<file path="config.mk">
export PLATFORM = sky130hd
export DESIGN_NAME = hamming_secded_decoder_pipe_flat
export DESIGN_NICKNAME = d
export VERILOG_FILES = /design/src/rtl/hamming_secded_decoder_pipe_if.sv /design/src/rtl/hamming_secded_decoder_pipe.sv /design/src/flat_wrapper.sv
export SDC_FILE = /design/constraint.sdc
export NUM_CORES = 1
export LEC_CHECK = 0
export ABC_CLOCK_PERIOD_IN_PS = 2000
export BUFFER_PORTS_ARGS = -buffer_cell sky130_fd_sc_hd__clkbuf_2
export CORE_ASPECT_RATIO = 0.8
export CORE_UTILIZATION = 50
export DETAILED_ROUTE_END_ITERATION = 7
export MAX_ROUTING_LAYER = met4
export PLACE_DENSITY = 0.77
export SLEW_MARGIN = 20
export SYNTH_ARGS = -nofsm -noshare
export SYNTH_HDL_FRONTEND = slang
export SYNTH_SLANG_ARGS = --single-unit
</file>
<file path="constraint.sdc">
create_clock -name clk -period 2 [get_ports clk]
set_input_delay 0.1 -clock clk [delete_from_list [all_inputs] [get_ports clk]]
set_output_delay 0.1 -clock clk [all_outputs]
set_load 0.005 [all_outputs]
</file>
<file path="src/rtl/hamming_secded_decoder_pipe_if.sv">
// rtl/hamming_secded_decoder_pipe_if.sv - stream and counter signals of the SECDED decoder pipe
// master drives codewords and controls; slave is the decoder.
interface hamming_secded_decoder_pipe_if #(
  parameter int R     = 4,
  parameter int CNT_W = 16
);
  localparam int N = 1 << R;
  localparam int K = N - R - 1;

  logic             in_valid;
  logic             in_ready;
  logic [N-1:0]     in_code;
  logic             correct_en;
  logic             out_valid;
  logic             out_ready;
  logic [K-1:0]     out_data;
  logic             out_single;
  logic             out_double;
  logic [R-1:0]     out_err_pos;
  logic             cnt_clr;
  logic [CNT_W-1:0] corr_count;
  logic [CNT_W-1:0] uncorr_count;

  modport master (
    output in_valid, in_code, correct_en, out_ready, cnt_clr,
    input  in_ready, out_valid, out_data, out_single, out_double, out_err_pos,
           corr_count, uncorr_count
  );

  modport slave (
    input  in_valid, in_code, correct_en, out_ready, cnt_clr,
    output in_ready, out_valid, out_data, out_single, out_double, out_err_pos,
           corr_count, uncorr_count
  );
endinterface

</file>
<file path="src/rtl/hamming_secded_decoder_pipe.sv">
// rtl/hamming_secded_decoder_pipe.sv - two-stage valid/ready SECDED Hamming decoder with error counters
// Stage 1 registers codeword, syndrome and overall parity; stage 2 classifies, corrects and extracts data.
module hamming_secded_decoder_pipe #(
  parameter int R     = 4,
  parameter int CNT_W = 16
) (
  input  logic                        clk,
  input  logic                        rst,
  hamming_secded_decoder_pipe_if.slave bus
);
  localparam int N = 1 << R;
  localparam int K = N - R - 1;

  logic             s1_valid_q, s1_valid_d;
  logic [N-1:0]     s1_code_q, s1_code_d;
  logic [R-1:0]     s1_syn_q, s1_syn_d;
  logic             s1_pe_q, s1_pe_d;
  logic             s1_cen_q, s1_cen_d;

  logic             out_valid_q, out_valid_d;
  logic [K-1:0]     out_data_q, out_data_d;
  logic             out_single_q, out_single_d;
  logic             out_double_q, out_double_d;
  logic [R-1:0]     out_err_pos_q, out_err_pos_d;

  logic [CNT_W-1:0] corr_q, corr_d;
  logic [CNT_W-1:0] uncorr_q, uncorr_d;

  logic             s2_ready;
  logic             in_ready;
  logic             out_fire;
  logic [R-1:0]     syn_in;
  logic             is_single;
  logic             is_double;
  logic [N-1:0]     flip_mask;
  logic [N-1:0]     fixed_code;
  logic [K-1:0]     data_x;

  // Syndrome bit i covers every position whose index has bit i set.
  always_comb begin
    syn_in = '0;
    for (int p = 1; p < N; p++) begin
      for (int i = 0; i < R; i++) begin
        if (((p >> i) & 1) != 0) begin
          syn_in[i] = syn_in[i] ^ bus.in_code[p];
        end
      end
    end
  end

  always_comb begin
    is_single  = s1_pe_q;
    is_double  = !s1_pe_q && (s1_syn_q != '0);
    flip_mask  = (is_single && s1_cen_q) ? (N'(1) << s1_syn_q) : '0;
    fixed_code = s1_code_q ^ flip_mask;
  end

  // Data sits at every non-power-of-two position from 3 upward, in ascending order.
  always_comb begin
    int j;
    j      = 0;
    data_x = '0;
    for (int p = 3; p < N; p++) begin
      if ((p & (p - 1)) != 0) begin
        data_x[j] = fixed_code[p];
        j         = j + 1;
      end
    end
  end

  always_comb begin
    s2_ready = !out_valid_q || bus.out_ready;
    in_ready = !s1_valid_q || s2_ready;
    out_fire = out_valid_q && bus.out_ready;
  end

  always_comb begin
    s1_valid_d = s1_valid_q;
    s1_code_d  = s1_code_q;
    s1_syn_d   = s1_syn_q;
    s1_pe_d    = s1_pe_q;
    s1_cen_d   = s1_cen_q;
    if (in_ready) begin
      s1_valid_d = bus.in_valid;
      if (bus.in_valid) begin
        s1_code_d = bus.in_code;
        s1_syn_d  = syn_in;
        s1_pe_d   = ^bus.in_code;
        s1_cen_d  = bus.correct_en;
      end
    end
  end

  always_comb begin
    out_valid_d   = out_valid_q;
    out_data_d    = out_data_q;
    out_single_d  = out_single_q;
    out_double_d  = out_double_q;
    out_err_pos_d = out_err_pos_q;
    if (s2_ready) begin
      out_valid_d = s1_valid_q;
      if (s1_valid_q) begin
        out_data_d    = data_x;
        out_single_d  = is_single;
        out_double_d  = is_double;
        out_err_pos_d = is_single ? s1_syn_q : '0;
      end
    end
  end

  // Clear wins over a same-cycle event, so that event is deliberately lost.
  always_comb begin
    corr_d   = corr_q;
    uncorr_d = uncorr_q;
    if (bus.cnt_clr) begin
      corr_d   = '0;
      uncorr_d = '0;
    end else begin
      if (out_fire && out_single_q && (corr_q != '1)) begin
        corr_d = corr_q + CNT_W'(1);
      end
      if (out_fire && out_double_q && (uncorr_q != '1)) begin
        uncorr_d = uncorr_q + CNT_W'(1);
      end
    end
  end

  always_ff @(posedge clk) begin
    if (rst) begin
      s1_valid_q    <= 1'b0;
      s1_code_q     <= '0;
      s1_syn_q      <= '0;
      s1_pe_q       <= 1'b0;
      s1_cen_q      <= 1'b0;
      out_valid_q   <= 1'b0;
      out_data_q    <= '0;
      out_single_q  <= 1'b0;
      out_double_q  <= 1'b0;
      out_err_pos_q <= '0;
      corr_q        <= '0;
      uncorr_q      <= '0;
    end else begin
      s1_valid_q    <= s1_valid_d;
      s1_code_q     <= s1_code_d;
      s1_syn_q      <= s1_syn_d;
      s1_pe_q       <= s1_pe_d;
      s1_cen_q      <= s1_cen_d;
      out_valid_q   <= out_valid_d;
      out_data_q    <= out_data_d;
      out_single_q  <= out_single_d;
      out_double_q  <= out_double_d;
      out_err_pos_q <= out_err_pos_d;
      corr_q        <= corr_d;
      uncorr_q      <= uncorr_d;
    end
  end

  assign bus.in_ready     = in_ready;
  assign bus.out_valid    = out_valid_q;
  assign bus.out_data     = out_data_q;
  assign bus.out_single   = out_single_q;
  assign bus.out_double   = out_double_q;
  assign bus.out_err_pos  = out_err_pos_q;
  assign bus.corr_count   = corr_q;
  assign bus.uncorr_count = uncorr_q;

endmodule

</file>
<file path="src/flat_wrapper.sv">
// flat-port wrapper written by rule: the top's interface ports become plain ports
module hamming_secded_decoder_pipe_flat 
#(
  parameter int R     = 4,
  parameter int CNT_W = 16
)
  (clk, rst, bus_in_valid, bus_in_code, bus_correct_en, bus_out_ready, bus_cnt_clr, bus_in_ready, bus_out_valid, bus_out_data, bus_out_single, bus_out_double, bus_out_err_pos, bus_corr_count, bus_uncorr_count);
  hamming_secded_decoder_pipe_if #(.R(R), .CNT_W(CNT_W)) bus_i ();
  input  logic clk;
  input  logic rst;
  input wire logic [$bits(bus_i.in_valid)-1:0] bus_in_valid;
  input wire logic [$bits(bus_i.in_code)-1:0] bus_in_code;
  input wire logic [$bits(bus_i.correct_en)-1:0] bus_correct_en;
  input wire logic [$bits(bus_i.out_ready)-1:0] bus_out_ready;
  input wire logic [$bits(bus_i.cnt_clr)-1:0] bus_cnt_clr;
  output wire logic [$bits(bus_i.in_ready)-1:0] bus_in_ready;
  output wire logic [$bits(bus_i.out_valid)-1:0] bus_out_valid;
  output wire logic [$bits(bus_i.out_data)-1:0] bus_out_data;
  output wire logic [$bits(bus_i.out_single)-1:0] bus_out_single;
  output wire logic [$bits(bus_i.out_double)-1:0] bus_out_double;
  output wire logic [$bits(bus_i.out_err_pos)-1:0] bus_out_err_pos;
  output wire logic [$bits(bus_i.corr_count)-1:0] bus_corr_count;
  output wire logic [$bits(bus_i.uncorr_count)-1:0] bus_uncorr_count;
  assign bus_i.in_valid = bus_in_valid;
  assign bus_i.in_code = bus_in_code;
  assign bus_i.correct_en = bus_correct_en;
  assign bus_i.out_ready = bus_out_ready;
  assign bus_i.cnt_clr = bus_cnt_clr;
  assign bus_in_ready = bus_i.in_ready;
  assign bus_out_valid = bus_i.out_valid;
  assign bus_out_data = bus_i.out_data;
  assign bus_out_single = bus_i.out_single;
  assign bus_out_double = bus_i.out_double;
  assign bus_out_err_pos = bus_i.out_err_pos;
  assign bus_corr_count = bus_i.corr_count;
  assign bus_uncorr_count = bus_i.uncorr_count;
  hamming_secded_decoder_pipe #(.R(R), .CNT_W(CNT_W)) u_core (.clk(clk), .rst(rst), .bus(bus_i));
endmodule
</file>
Word level (Yosys, flattened, before mapping)
Index checks and enable logic that the tools add are counted.
- register bits: 73
- bits of input ports: 22
- output and inout bits: 51
- logic and storage cells: 65
- add/sub/neg operators: 2
- equal/unequal tests: 2
- shift-type cells: 1
- multiplexer cells: 2
- bitwise operators: 29
- reduce and logical (&&, ||, !) cells: 17
- operators with widths (cell ; number):
    16-bit by 1-bit adder with 16-bit output (second input constant) ; 2
    16-bit inequality test (second input constant) ; 2
    1-bit bitwise XOR ; 28
    16-bit 2-to-1 mux ; 1
    16-bit XOR reduction ; 1
    1-bit by 4-bit left shift with 16-bit output (first input constant) ; 1
    16-bit bitwise XOR ; 1
    1-bit logical AND ; 7
    4-bit 2-to-1 mux ; 1
    2-bit AND reduction ; 2
    4-bit nonzero test ; 1
    1-bit logical NOT ; 3
    1-bit logical OR ; 2
    2-bit OR reduction ; 1

Depth between registers and ports, before layout
Gate-level depths: netlist of run 1.
- word-level depth: 7
- gate-level depth with buffers: 7
- gate-level depth less buffers: 6

Worst setup path after synthesis of run 1
No wires, ideal clock.
- path kind: reg-to-reg
- start point: register u_core.corr_q[0], in the netlist u_core.bus.corr_count[0]
- end point: register u_core.corr_q[5], in the netlist u_core.bus.corr_count[5]
- library setup time: 0.128 ns
- data arrival time: 1.497 ns
- required time: 1.872 ns
- path slack: 0.375 ns
- stages on the path, launching flop included: 8
- buffers on the path: 1
- clock period less this slack: 1.625 ns
- cell sequence: dfxtp_1 > ha_1 > nand2_1 > or3_1 > clkbuf_1 > o2111ai_1 > xor2_1 > nor2_1
- cells in the longest elaborated chain, start to end: 2
- elaborated cells on any way between the ends: 3
- classes of those cells: add/sub (1); eq/ne (1); reduce/logical (1)
- RTL lines (element ; line ; RTL):
    start: declaration ; hamming_secded_decoder_pipe.sv:26 ; logic [CNT_W-1:0] corr_q, corr_d;
    start signal: assignment ; hamming_secded_decoder_pipe.sv:153 ; corr_q <= corr_d;
    parallel branches: the longest is 2 deep, another holds 16-bit by 1-bit adder with 16-bit output ; - ;
Several ways; the timed one is not identified.
A chain may end at the register's enable or synchronous reset.

Final worst setup path of run 1
- start point: register u_core.corr_q[0], in the netlist u_core.bus.corr_count[0]
- end point: register u_core.corr_q[7], in the netlist u_core.bus.corr_count[7]
The elaborated chain is that of the path after synthesis.

==> results.cfg, run 1 <==
[sta]
finalSetupViolations = 0
finalCritPeriodShare_pct = 89.8
skew_ns = 0.00620
rsz0062_at_grt = no
max_freq_mhz = 557
slew_headroom_pct = 61.1
setup_tns_ns = 0
hold_viol = 0
slew_viol_final = 0
worstMarginPinSlew_ns = 0.583
timing.final.crit_period_ns = 1.80

[clocking]
clock_path_buffers = 2
htree_levels = 3
cts_root_buf = clkbuf_8
post-cts-setup-buffers = 0
cts.repair.resized = 0
clkLatencyLatePin_ns = 0.33
clk_pin_slew_worst_paths_ns = 0.07
numClockSinks = 68
cts_tree = built
cts_buffers = 9

[power_and_ir_drop]
p_sw_share_pct = 25.4
power_switching_uw = 705
fin_total_pwr_mw = 2.78
seq_power_share_pct = 52.9
p_leak_nw = 1.47
combinationalPowerShare_pct = 11.7
clkPwrFrac_pct = 35.4
internal-power_mw = 2.07
ir_drop_mv = 0.363
p_per_area_nw_per_um2 = 724

[logic_synthesis]
synthesis.area_um2 = 3230
synth_compound_area_share_pct = 10.3
yosysSeqAreaShare_pct = 42.1
syn_avg_cell_area_um2 = 8.37
synth_edf_count = 0
synthMuxAreaShare_pct = 0.930
synth_xor_area_share_pct = 17.4
synth.largest_area_cell = dfxtp_1
synth_area_leaders = dfxtp_1 (42%), xnor2_1 (9.2%), xor2_1 (8.1%)
synth_fa_ha_area_share_pct = 0.775
synth-async-reset-ratio_pct = 0
synthesis.nets = 410
syn_inst = 386
synth_top_flop_cell = dfxtp_1
synth_seq_cells = 68
synth_top_family_by_area = simple AND/OR/NAND/NOR gates
yosysUniqueCellTypes = 38
synth_warnings = 0
synth.top_cell.area_share_pct = 42.1
synth-simple-area-share_pct = 26.0

[die]
dieArea_um2 = 6790
fp.dieH_um = 73.9
ioPinCount = 73
initial_core_util_pct = 53.2
die_w_um = 91.9
rows = 25
core-area_um2 = 6070

[final_layout]
mostFrequentLayoutCell = clkbuf_2
final_cell_mix = clkbuf_2 (72), dfxtp_1 (68), nor2_1 (66)
final_net_count = 481
seq_area_um2 = 1360
drive_above_1_share_pct = 20.8
antennaDiodeCount = 0
multi_input_area_um2 = 1790
fillers = 538
syn2layout_area_growth_pct = 18.6

[flow_run]
maxCapViolations = 0

[hold_path]
min_to = u_core.s1_valid_q
worstHoldStart = bus_in_valid
hp-class = in2reg
hold-path-cell-count = 3

[global_routing]
track_usage_pct = 22.7
grt_overflow = 0
antenna_found_initial = 0
grt_pass1_vias = 2527
grt_pass1_wl_um = 11800
grt_max_degree = 37

[worst_setup_path]
crit_type = reg2reg
crit_fanout = 8
r2r_setup_slack_ns = 0.20
cp-end-kind = register
r2r-start = u_core.bus.corr_count[0]
r2r_end = u_core.bus.corr_count[7]
worst_path_max_delay_cell = or3_1
critPathMaxStageDelay_ns = 0.46
critPathRequiredTime_ns = 2.20
r2r_cells = 6
arrival_ns = 2.00
worstPathCellList = ha_1 > nand2_1 > or3_1 > o211ai_1 > xor2_1 > nor2_1
crit_path_start_kind = register

[drt]
drt-total-wl_um = 7040
vias_per_cell = 5.25
routed-via-count = 2848
top_layer_used = met4
m1WireLength_um = 3560
firstDrtPassIters = 5
wl_met2_um = 3090
drtIter0Drc = 135
post_drt_wl_per_cell_um = 13.0
ant_nets = 0
routed-wl-met3_um = 347
drc = 0

[placed_design]
dp_hpwl_um = 5260
place.gp.congestion = 0.912
portBuffers = 72

[outcome]
run_status = finished clean
## Yosys cell counts, types with 4 or more instances
library cell,number
dfxtp_1,68
nor2_1,66
nand2_1,39
xnor2_1,34
xor2_1,30
nand3_1,21
a21oi_1,20
a211oi_1,14
clkbuf_1,14
nand4_1,11
o21ai_1,8
nor3_1,7
and3_1,6
nand2b_1,4
## final cells by class
class	instances	share of cell area [%]
multi-input combinational	299	46.7
sequential	68	35.5
timing repair buffer	78	10.6
clock buffer	13	4.15
tap	81	2.65
clock inverter	2	0.261
inverter	1	0.0980
## sequential cells by signal, summed over array words and instances (netlist names), 4 cells and up
| signal | flops |
|---|---|
| u_core.s1_code_q | 11 |
| u_core.s1_syn_q | 4 |
| u_core.bus.out_data | 11 |
| u_core.bus.out_err_pos | 4 |
| u_core.bus.uncorr_count | 16 |
| u_core.bus.corr_count | 16 |
## worst max-delay path: cells and delay by family (launching register included)
family                   cells  cell delay, ns
AND/OR/NAND/NOR              3            0.63
flip-flops                   1            0.39
AO/OA/AOI/OAI                1            0.24
adder cells (fa/ha/maj)      1            0.23
XOR/XNOR                     1            0.18
## worst max path at each step
stage	from	end	slack (ns)	cells past startpoint
5_1_grt	u_core.bus.out_valid	u_core.bus.corr_count[14]	0.04	5
4_1_cts	u_core.bus.corr_count[0]	u_core.bus.corr_count[7]	0.23	6
3_5_place_dp	u_core.bus.out_valid	u_core.bus.corr_count[14]	0.24	5
6_report	u_core.bus.corr_count[0]	u_core.bus.corr_count[7]	0.20	6
2_1_floorplan	u_core.bus.corr_count[0]	u_core.bus.corr_count[5]	0.38	7
3_3_place_gp	u_core.bus.corr_count[3]	u_core.bus.corr_count[5]	0.32	5
## layer usage
| metal | up-vias | global-route usage [%] |
|---|---|---|
| met5 | - | - |
| met4 | 0 | 6.77 |
| met3 | 4 | 6.11 |
| met2 | 73 | 32.8 |
| met1 | 1301 | 30.9 |
| li1 | 1470 | - |
## repair_timing
action,4_1_cts,5_1_grt
setup endpoints to repair,0,0
endpoints found under the hold margin,1,0
hold buffers,1,0
## logic make-up after synthesis
group	Yosys count
AOI/OAI and AO/OA	53
buffers and inverters	19
muxes	3
and+or+nand+nor	177
DFF	68
xor gates and xnor gates	64
adders and majority gates	2
## stage by stage
step / setup slack (ns) / utilization (%) / hold WS, ns / std cells / cell area [um2]
floorplan: 0.375 / - / 0.217 / 386 / 3230
global placement: 0.321 / 60.2 / 0.338 / 526 / 3650
detailed placement: 0.238 / 60.2 / 0.338 / 526 / 3650
CTS: 0.233 / 63.1 / 0.0141 / 542 / 3830
global route: 0.0420 / 63.1 / 0.0263 / 542 / 3830
finish: 0.205 / 63.1 / 0.0270 / 542 / 3830
## power groups by stage
stage / combinational, mW / sequential [mW] / clock, mW
2_1_floorplan: 0.247 / 1.47 / 0
3_3_place_gp: 0.321 / 1.49 / 0
3_5_place_dp: 0.328 / 1.50 / 0
6_report: 0.326 / 1.47 / 0.981
5_1_grt: 0.365 / 1.48 / 1.06
4_1_cts: 0.331 / 1.47 / 1.00
Power figures use the tool's default switching activity.
==> inputs of run 2 (changes only) <==
--- a/config.mk
+++ b/config.mk
@@ -5,13 +5,13 @@
 export SDC_FILE = /design/constraint.sdc
 export NUM_CORES = 1
 export LEC_CHECK = 0
-export ABC_CLOCK_PERIOD_IN_PS = 2000
+export ABC_CLOCK_PERIOD_IN_PS = 1460
 export BUFFER_PORTS_ARGS = -buffer_cell sky130_fd_sc_hd__clkbuf_2
 export CORE_ASPECT_RATIO = 0.8
-export CORE_UTILIZATION = 50
+export CORE_UTILIZATION = 49
 export DETAILED_ROUTE_END_ITERATION = 7
 export MAX_ROUTING_LAYER = met4
-export PLACE_DENSITY = 0.77
+export PLACE_DENSITY = 0.78
 export SLEW_MARGIN = 20
 export SYNTH_ARGS = -nofsm -noshare
 export SYNTH_HDL_FRONTEND = slang
==> constraint.sdc (replaced) <==
create_clock -name clk -period 1.46 [get_ports clk]
set_input_delay 0.073 -clock clk [delete_from_list [all_inputs] [get_ports clk]]
set_output_delay 0.073 -clock clk [all_outputs]
set_load 0.005 [all_outputs]
==> results.cfg, run 2 (same netlist as run 1, synthesis figures left out) <==
[outcome]
run_status = complete, but fails checks
violations = setup timing

[die]
ioPinCount = 73
rows = 26
core-area_um2 = 6380
dieArea_um2 = 6920
initial_core_util_pct = 50.7
fp.dieH_um = 74.6
die_w_um = 92.8

[hold_path]
worstHoldStart = bus_in_code[11]
min_to = u_core.s1_code_q[11]
hold-path-cell-count = 3
hp-class = in2reg

[final_layout]
stdcell_area_um2 = 4760
final_cell_mix = clkbuf_2 (72), nor2_1 (64), buf_4 (53)
final_net_count = 547
fillers = 433
antennaDiodeCount = 0
mostFrequentLayoutCell = clkbuf_2
drive_above_1_share_pct = 41.7
syn2layout_area_growth_pct = 47.4

[drt]
post_drt_wl_per_cell_um = 15.5
drc = 0
vias_per_cell = 5.38
drtIter0Drc = 246
firstDrtPassIters = 6
ant_nets = 0
routed-via-count = 3292
drt-total-wl_um = 9470

[sta]
finalCritPeriodShare_pct = 109
setup_tns_ns = -0.773
worstMarginPinSlew_ns = 0.626
slew_viol_final = 0
hold_viol = 0
slew_headroom_pct = 58.3
timing.final.crit_period_ns = 1.58
rsz0062_at_grt = yes
skew_ns = 0.00761
timing.final.ws_setup_ns = -0.124
finalSetupViolations = 18
max_freq_mhz = 631

[placed_design]
dp_hpwl_um = 6050
portBuffers = 72
place.gp.congestion = 0.868
place_ws_ns = -0.156
place_area_um2 = 4110

[worst_setup_path]
cp_num_buf_inv = 0
r2r-start = u_core.bus.corr_count[12]
r2r_cells = 5
critPathTopFamily = simple AND/OR/NAND/NOR gates
cp-end-kind = register
worst_path_max_delay_cell = or3_4
critPathMaxStageDelay_ns = 0.47
crit_fanout = 8
crit_type = reg2reg
crit_path_start_kind = register
arrival_ns = 1.79
cp-startpoint = u_core.bus.corr_count[12]
r2r_setup_slack_ns = -0.12
r2r_end = u_core.bus.corr_count[1]
worstPathCellList = nand3_1 > or3_4 > o21a_1 > mux2i_1 > nor2_1
critPathRequiredTime_ns = 1.66

[global_routing]
grt_max_degree = 37
grt_pass1_vias = 2960
antenna_found_initial = 0
grt_pass1_wl_um = 13400
grt_overflow = 0
track_usage_pct = 25.7

[power_and_ir_drop]
ir_drop_mv = 0.458
p_per_area_nw_per_um2 = 868
p_leak_nw = 1.91

[clocking]
clkLatencyLatePin_ns = 0.35
cts_buffers = 9
htree_levels = 3
cts_root_buf = clkbuf_8
numClockSinks = 68
cts_tree = built
clock_path_buffers = 2
clk_pin_slew_worst_paths_ns = 0.07

[flow_run]
maxCapViolations = 0
==> run 2: cell type report <==
class	count	area, um2	share of cell area (%)
flip-flops and latches	68	1420	29.7
clock inverters	4	46.3	0.972
repair buffers	143	972	20.4
well taps	84	105	2.21
clock buffers	12	155	3.26
multi-input cells	300	2060	43.3
inverters	1	3.75	0.0788
==> run 2: how the worst max path moves through the flow <==
stage | endpoint | slack, ns | cells after the start
final | u_core.bus.corr_count[1] | -0.12 | 5
after global routing | u_core.bus.corr_count[1] | -0.21 | 5
after CTS | u_core.bus.corr_count[6] | -0.06 | 5
after detailed placement | u_core.bus.corr_count[6] | -0.16 | 5
after global placement | u_core.bus.corr_count[1] | -0.09 | 5
after floorplan | u_core.bus.corr_count[1] | -0.05 | 7
==> run 2: worst reg2reg max path: stages, from the launching register on <==
cell and delay (ns):
dfxtp_1 0.36, nand3_1 0.13, or3_4 0.47, o21a_1 0.24, mux2i_1 0.19, nor2_1 0.06
==> run 2: routing by layer <==
layer | vias to the layer above | track usage [%] | wire length (um)
li1 | 1608 | - | -
met1 | 1529 | 32.3 | 4060
met2 | 129 | 42.0 | 4650
met3 | 26 | 3.84 | 534
met4 | 0 | 10.9 | 218
met5 | - | - | 0
==> run 2: repair_timing <==
action,in CTS,in global routing
hold buffers,5,0
pin swaps,8,35
endpoints found under the setup margin,39,34
gates cloned,0,2
resized for setup,20,56
setup buffers,3,8
endpoints found under the hold margin,5,0
==> run 2: report_power, final <==
part           internal, mW  leakage [nW]  switching, mW
clock network         0.878         0.107          0.722
logic                 0.269          1.23          0.287
registers              1.91         0.569         0.0663
==> run 2: metrics by stage <==
stage	hold slack [ns]	total power [mW]	instances	utilization, %
floorplan	0.190	2.35	386	-
global placement	0.316	2.51	579	64.5
detailed placement	0.319	2.53	579	64.5
CTS	0.00108	4.11	603	70.2
global route	0.00649	4.27	612	74.7
finish	0.00422	4.13	612	74.7
==> inputs of run 3 (changes only) <==
==> constraint.sdc (replaced) <==
create_clock -name clk -period 1.46 [get_ports clk]
set_input_delay 0.438 -clock clk [delete_from_list [all_inputs] [get_ports clk]]
set_output_delay 0.438 -clock clk [all_outputs]
set_load 0.005 [all_outputs]
==> results.cfg, run 3 (same netlist as run 1, synthesis figures left out) <==
[sta]
max_freq_mhz = 611
timing.final.ws_setup_ns = -0.175
worstMarginPinSlew_ns = 0.411
timing.final.crit_period_ns = 1.64
hold_viol = 0
slew_headroom_pct = 72.4
skew_ns = 0.00839
rsz0062_at_grt = yes
finalSetupViolations = 14
finalCritPeriodShare_pct = 112
slew_viol_final = 0

[clocking]
htree_levels = 3
clk_pin_slew_worst_paths_ns = 0.07
clock_path_buffers = 2
cts_tree = built
cts_root_buf = clkbuf_8
cts_buffers = 9
numClockSinks = 68
clkLatencyLatePin_ns = 0.34

[die]
dieArea_um2 = 6920
die_w_um = 92.8
fp.dieH_um = 74.6
core-area_um2 = 6380
initial_core_util_pct = 50.7
rows = 26
ioPinCount = 73

[final_layout]
drive_above_1_share_pct = 42.6
antennaDiodeCount = 0
final_cell_mix = clkbuf_2 (72), buf_4 (71), nor2_1 (65)
stdcell_area_um2 = 4770
syn2layout_area_growth_pct = 47.8
mostFrequentLayoutCell = clkbuf_2
final_net_count = 556

[placed_design]
dp_hpwl_um = 6350
place.gp.congestion = 0.892
place_area_um2 = 4290
portBuffers = 72

[global_routing]
grt_pass1_vias = 3082
grt_overflow = 0
grt_pass1_wl_um = 13900
grt_max_degree = 37
track_usage_pct = 26.7
antenna_found_initial = 0

[drt]
vias_per_cell = 5.45
drtIter0Drc = 235
drc = 0
drt-total-wl_um = 9520
post_drt_wl_per_cell_um = 15.3
firstDrtPassIters = 5
ant_nets = 0
routed-via-count = 3382

[outcome]
violations = setup timing
run_status = complete, but fails checks

[hold_path]
min_to = u_core.s1_cen_q
worstHoldStart = bus_correct_en
hp-class = in2reg
hold-path-cell-count = 3

[worst_setup_path]
cp-end-kind = register
critPathRequiredTime_ns = 1.70
arrival_ns = 1.87
crit_path_start_kind = register
crit_fanout = 5
r2r_setup_slack_ns = -0.18
r2r_cells = 6
r2r-start = u_core.bus.out_double
crit_type = reg2reg
r2r_end = u_core.bus.uncorr_count[9]

[power_and_ir_drop]
p_leak_nw = 1.94
ir_drop_mv = 0.680
p_per_area_nw_per_um2 = 869
fin_total_pwr_mw = 4.15

[flow_run]
maxCapViolations = 0
==> run 3: cell types whose count changed in the layout (fill, tap and decap cells not counted), sizes merged <==
| cell | delta |
|---|---|
| buf | +15 |
| clkinvlp | +1 |
| dlygate4sd3 | -5 |
| inv | -1 |
| or3 | -1 |
==> run 3: worst max-delay path by stage <==
stage / startpoint / end / slack, ns / cells past startpoint
after floorplan: u_core.bus.corr_count[0] / u_core.bus.corr_count[1] / -0.05 / 7
after global placement: bus_out_ready / u_core.bus.corr_count[8] / -0.15 / 7
after detailed placement: bus_out_ready / u_core.bus.corr_count[8] / -0.24 / 7
after CTS: u_core.bus.corr_count[6] / u_core.bus.corr_count[8] / -0.05 / 5
after global routing: u_core.bus.out_double / u_core.bus.uncorr_count[9] / -0.17 / 6
final: u_core.bus.out_double / u_core.bus.uncorr_count[9] / -0.18 / 6
==> run 3: layout make-up <==
type,instances,area (um2)
Multi-Input combinational cell,299,2020
Timing Repair Buffer,153,1040
Fill cell,441,1600
Tap cell,84,105
Sequential cell,68,1400
Clock buffer,12,155
Clock inverter,4,47.5
Inverter,1,3.75
==> run 3: where the power goes <==
group	internal (mW)	leakage [nW]	switching, mW
clock	0.877	0.102	0.689
sequential	1.92	0.566	0.0690
combinational	0.301	1.27	0.297
==> run 3: metal layers <==
layer	part of all wire (%)	routed length (um)	track usage, %	vias up
li1	-	-	-	1627
met1	40	3850	31.0	1578
met2	50	4780	44.0	147
met3	6.9	658	7.07	30
met4	2.4	233	12.1	0
met5	0	0	-	-
==> run 3: timing repair <==
action,CTS,global route
endpoints found under the setup margin,28,32
pin swaps,20,23
hold buffers,0,0
gates cloned,0,0
setup buffers,2,4
resized for setup,23,36
==> run 3: critical path: stages, from the launching register on <==
cell and delay, ns:
dfxtp_1 0.44, nand3_1 0.13, buf_4 0.18, nor4_1 0.41, o21ai_2 0.10, xor2_1 0.20, nor2_1 0.07
==> run 3: per-stage QoR <==
stage	util, %	instances	hold slack, ns	setup TNS (ns)	setup slack, ns
final	74.9	621	0.335	-0.733	-0.175
after global routing	74.9	621	0.335	-1.83	-0.167
after CTS	72.0	617	0.320	-0.384	-0.0525
after detailed placement	67.2	599	0.453	-4.58	-0.236
after global placement	67.2	599	0.439	-2.52	-0.147
after floorplan	-	386	0.448	-0.234	-0.0534
